--- src/rtl/bist_pkg.sv ---
// Shared BIST types and the MISR step function (same tap convention as the LFSR generator).
package bist_pkg;

  typedef enum logic [1:0] {StIdle, StCompact, StCompare, StDone} state_e;

  // Widest signature misr_next can handle.
  localparam int unsigned MisrMaxW = 64;

  localparam logic [4:0] DefaultPoly5 = 5'b10100;

  // Shift left, feedback into bit 0, then fold in the response. Callers zero-extend their
  // operands and keep only their own low bits, so one function serves every width.
  function automatic logic [MisrMaxW-1:0] misr_next(input logic [MisrMaxW-1:0] sig,
                                                     input logic [MisrMaxW-1:0] resp,
                                                     input logic [MisrMaxW-1:0] poly);
    misr_next = {sig[MisrMaxW-2:0], ^(sig & poly)} ^ resp;
  endfunction

endpackage

--- src/rtl/misr_core.sv ---
// Multiple-input signature register: load has priority over a compaction step.
module misr_core
  import bist_pkg::*;
#(
  parameter int unsigned      WIDTH  = 5,
  parameter int unsigned      RESP_W = 2,
  parameter logic [WIDTH-1:0] POLY   = WIDTH'(DefaultPoly5),
  parameter logic [WIDTH-1:0] SEED   = '0
) (
  input  logic              clk,
  input  logic              reset,
  input  logic              load,
  input  logic              en,
  input  logic [RESP_W-1:0] resp,
  output logic [WIDTH-1:0]  sig
);

  logic [WIDTH-1:0] sig_q, sig_d;

  always_comb begin
    sig_d = sig_q;
    if (load) begin
      sig_d = SEED;
    end else if (en) begin
      sig_d = WIDTH'(misr_next(MisrMaxW'(sig_q), MisrMaxW'(resp), MisrMaxW'(POLY)));
    end
  end

  always_ff @(posedge clk) begin
    if (reset) begin
      sig_q <= SEED;
    end else begin
      sig_q <= sig_d;
    end
  end

  assign sig = sig_q;

endmodule

--- src/rtl/bist_misr_analyzer.sv ---
// BIST response compactor: MISR over PATTERN_COUNT responses, then golden compare.
// Optional X-masking of response bits when BIST_MISR_XMASK_EN is defined.
module bist_misr_analyzer
  import bist_pkg::*;
#(
  parameter int unsigned      WIDTH         = 5,
  parameter int unsigned      RESP_W        = 2,
  parameter int unsigned      PATTERN_COUNT = 31,
  parameter logic [WIDTH-1:0] POLY          = WIDTH'(DefaultPoly5),
  parameter logic [WIDTH-1:0] SEED          = '0
) (
  input  logic                                 clk,
  input  logic                                 reset,
  input  logic                                 start,
  input  logic                                 resp_valid,
  input  logic [RESP_W-1:0]                    resp_data,
`ifdef BIST_MISR_XMASK_EN
  input  logic [RESP_W-1:0]                    resp_mask,
`endif
  input  logic [WIDTH-1:0]                     golden_sig,
  output logic                                 busy,
  output logic                                 done,
  output logic                                 pass,
  output logic [WIDTH-1:0]                     signature,
  output logic [$clog2(PATTERN_COUNT+1)-1:0]   pat_count
);

  localparam int unsigned     CntW    = $clog2(PATTERN_COUNT + 1);
  localparam logic [CntW-1:0] LastCnt = CntW'(PATTERN_COUNT - 1);
  localparam logic [CntW-1:0] MaxCnt  = CntW'(PATTERN_COUNT);

  state_e            state_q, state_d;
  logic [CntW-1:0]   cnt_q, cnt_d;
  logic              pass_q, pass_d;
  logic              misr_load, misr_en;
  logic [RESP_W-1:0] comp_resp;

`ifdef BIST_MISR_XMASK_EN
  assign comp_resp = resp_data & ~resp_mask;
`else
  assign comp_resp = resp_data;
`endif

  misr_core #(
    .WIDTH  (WIDTH),
    .RESP_W (RESP_W),
    .POLY   (POLY),
    .SEED   (SEED)
  ) u_misr (
    .clk   (clk),
    .reset (reset),
    .load  (misr_load),
    .en    (misr_en),
    .resp  (comp_resp),
    .sig   (signature)
  );

  always_comb begin
    state_d   = state_q;
    cnt_d     = cnt_q;
    pass_d    = pass_q;
    misr_load = 1'b0;
    misr_en   = 1'b0;
    unique case (state_q)
      StIdle, StDone: begin
        // A response arriving with start is dropped; the run begins clean.
        if (start) begin
          misr_load = 1'b1;
          cnt_d     = '0;
          pass_d    = 1'b0;
          state_d   = StCompact;
        end
      end
      StCompact: begin
        if (resp_valid) begin
          misr_en = 1'b1;
          if (cnt_q != MaxCnt) begin
            cnt_d = cnt_q + 1'b1;
          end
          if (cnt_q == LastCnt) begin
            state_d = StCompare;
          end
        end
      end
      StCompare: begin
        pass_d  = (signature == golden_sig);
        state_d = StDone;
      end
      default: state_d = StIdle;
    endcase
  end

  always_ff @(posedge clk) begin
    if (reset) begin
      state_q <= StIdle;
      cnt_q   <= '0;
      pass_q  <= 1'b0;
    end else begin
      state_q <= state_d;
      cnt_q   <= cnt_d;
      pass_q  <= pass_d;
    end
  end

  assign busy      = (state_q == StCompact) || (state_q == StCompare);
  assign done      = (state_q == StDone);
  assign pass      = pass_q;
  assign pat_count = cnt_q;

endmodule
--- config.mk ---
export PLATFORM = sky130hd
export DESIGN_NAME = bist_misr_analyzer
export DESIGN_NICKNAME = d
export VERILOG_FILES = /design/src/rtl/bist_pkg.sv /design/src/rtl/misr_core.sv /design/src/rtl/bist_misr_analyzer.sv
export SDC_FILE = /design/constraint.sdc
export NUM_CORES = 1
export LEC_CHECK = 0
export CORE_MARGIN = 2
export CORE_UTILIZATION = 48
export CTS_CLUSTER_SIZE = 40
export DETAILED_ROUTE_END_ITERATION = 12
export GPL_ROUTABILITY_DRIVEN = 0
export PLACE_DENSITY = 0.88
export SYNTH_ARGS = -nofsm -noshare
export SYNTH_HDL_FRONTEND = slang
export SYNTH_HIERARCHICAL = 1
export SYNTH_SLANG_ARGS = --single-unit
export TNS_END_PERCENT = 5
--- constraint.sdc ---
create_clock -name clk -period 3.8 [get_ports clk]
set_input_delay 0.57 -clock clk [delete_from_list [all_inputs] [get_ports clk]]
set_output_delay 0.57 -clock clk [all_outputs]
set_load 0.01 [all_outputs]
==> out/metrics.csv <==
metric,value,unit
rows,14,
drc_errors,0,
min_period,2.31,ns
setup_slack,1.49,ns
clock_path_buffers,2,
track_usage,0.191,
ctsResizeCount,0,
area_growth,33.3,%
synth_top_area_frac,0.333,
hpwl,1260,µm
mostFrequentLayoutCell,clkdlybuf4s50_1,
period_share,0.608,
dr.pass1.iters,4,
cp_common_cell,inv_1,
hold_class,register to register,
setup_viol,0,
cts_buffers,3,
max_slew_margin,0.718,
syn-cell-area,781,µm²
worst-path-max-fanout,6,
clkSlewWorstSetupHoldPaths,0.08,ns
ir_drop,0.000328,V
drive_gt1_frac,0.0550,
dp_slack,1.71,ns
dieHeight,44.3,µm
grt_overflow_total,0,
die_area,0.00197,mm²
final_core_util,0.683,
ys_seq_area_frac,0.333,
synth_area_leaders,"dfxtp_1, ha_1, mux2i_1",
p_leak,0.400,nW
core_area,0.00152,mm²
arrival,1.74,ns
first_global_vias,660,
post-synth-top-area-cell,dfxtp_1,
htreeDepth,1,
grt_pass1_wl,2710,µm
fmax,0.433,GHz
cpPeakStageDelay,0.52,ns
vias,663,
cts_tree,yes,
crit_path_start_kind,register,
hold_buffers,0,
drt_iter0_markers,11,
required,3.23,ns
post-cts-setup-buffers,0,
vias_per_cell,5.30,
ant_nets,0,
end_kind,output port,
numClockSinks,13,
syn-num-nets,102,
grt_max_degree,11,
tightest_slew,0.420,ns
yosysUniqueCellTypes,28,
initial_core_util,0.512,
ys_warn_count,6,
antenna_found_initial,0,
drv_cap,0,
final_cell_mix,"clkdlybuf4s50_1, dfxtp_1, nor2_1",
port_buffers,23,
synth-seq-cells,13,
crit_path_top_delay_cell,clkdlybuf4s50_1,
run_status,"finished, final reports clean",
fin_setup_tns,0,ns
totalWireLength,1610,µm
hold_violations,0,
critPathKind,register to output port,
path_cells,"inv_1, ha_1, inv_1, clkdlybuf4s50_1",
power.density,462,mW/mm²
clkLatencyLatePin,0.27,ns
skew,0.00291,ns
ioPinCount,24,
avgSynthCellArea,9.29,µm²
diodes,0,
maxSlewViolCount,0,
chipWidth,44.3,µm
rsz0062_at_grt,false,
syn_inst,84,
cts_root_buffer,clkbuf_4,
layout.nets,128,
wl_per_cell,12.9,µm
-- Yosys cell counts --
cell,instances
or2_1,1
nand2_1,2
and2b_1,1
a211oi_1,1
inv_1,8
dfxtp_1,13
xnor2_1,7
nand2b_1,2
nand4_1,1
nand3_1,3
nor2_1,11
or4_1,1
o311a_1,2
a21oi_1,1
buf_6,1
o21ai_1,1
xor3_1,1
nor2b_1,1
o2111ai_1,1
mux2i_1,7
ha_1,7
a211oi_2,2
nor3_1,1
buf_2,1
a21oi_2,1
o21ai_0,3
xor2_1,1
and2_1,2
-- stage by stage --
| stage | power, W | instances | hold slack (ns) | area (µm²) |
|---|---|---|---|---|
| floorplan | 0.000332 | 84 | 0.493 | 781 |
| global placement | 0.000387 | 121 | 0.469 | 1010 |
| detailed placement | 0.000394 | 121 | 0.488 | 1010 |
| CTS | 0.000483 | 125 | 0.502 | 1040 |
| global route | 0.000512 | 125 | 0.529 | 1040 |
| finish | 0.000481 | 125 | 0.499 | 1040 |
-- report_power, final --
part	leakage, nW	switching (W)	internal [W]	total (W)
Sequential	0.105	0.0000194	0.000152	0.000171
Clock	0.0150	0.0000458	0.0000406	0.0000864
Combinational	0.279	0.000118	0.000105	0.000223
-- cells by family (layout without fill, tap and decap cells) --
| group | count (synthesis) | in the layout | share of synthesized area |
|---|---|---|---|
| compound gates | 12 | 12 | 0.122 |
| xor+xnor | 9 | 9 | 0.120 |
| fa+ha+maj | 7 | 7 | 0.112 |
| buf+inv | 10 | 35 | 0.0593 |
| flops | 13 | 13 | 0.333 |
| mux | 7 | 7 | 0.0897 |
| simple gates | 26 | 26 | 0.163 |
-- routing by layer --
metal / GRT usage / share of wire
met4: 0.115 / 0.017
met5: 0 / 0
met1: 0.220 / 0.46
met2: 0.315 / 0.48
met3: 0.0490 / 0.040
-- critical path: cells and delay by family (launching register included) --
family | cells | cell delay (ns)
buffers and inverters | 3 | 0.67
flip-flops | 1 | 0.42
adder cells (fa/ha/maj) | 1 | 0.38
-- final timing paths --
kind | start | end | slack [ns] | cells past startpoint
max reg2reg | state_q[0] | state_q[0] | 1.92 | 6
min | pass | pass | 0.50 | 2
min reg2reg | pass | pass | 0.50 | 2
max | state_q[0] | busy | 1.49 | 4
-- registers in the layout (all words and copies together), names as in the netlist --
name / count
state_q: 2
u_misr/sig: 5
pass: 1
pat_count: 5
-- cell type report --
type                       count  area (µm²)
clock buffer                   4        26.3
timing repair buffer          23         230
inverter                       8        30.0
fill                         133         483
multi-input combinational     61         474
tap                           16        20.0
sequential                    13         260
No activity file was read; power rests on OpenSTA's default activity.
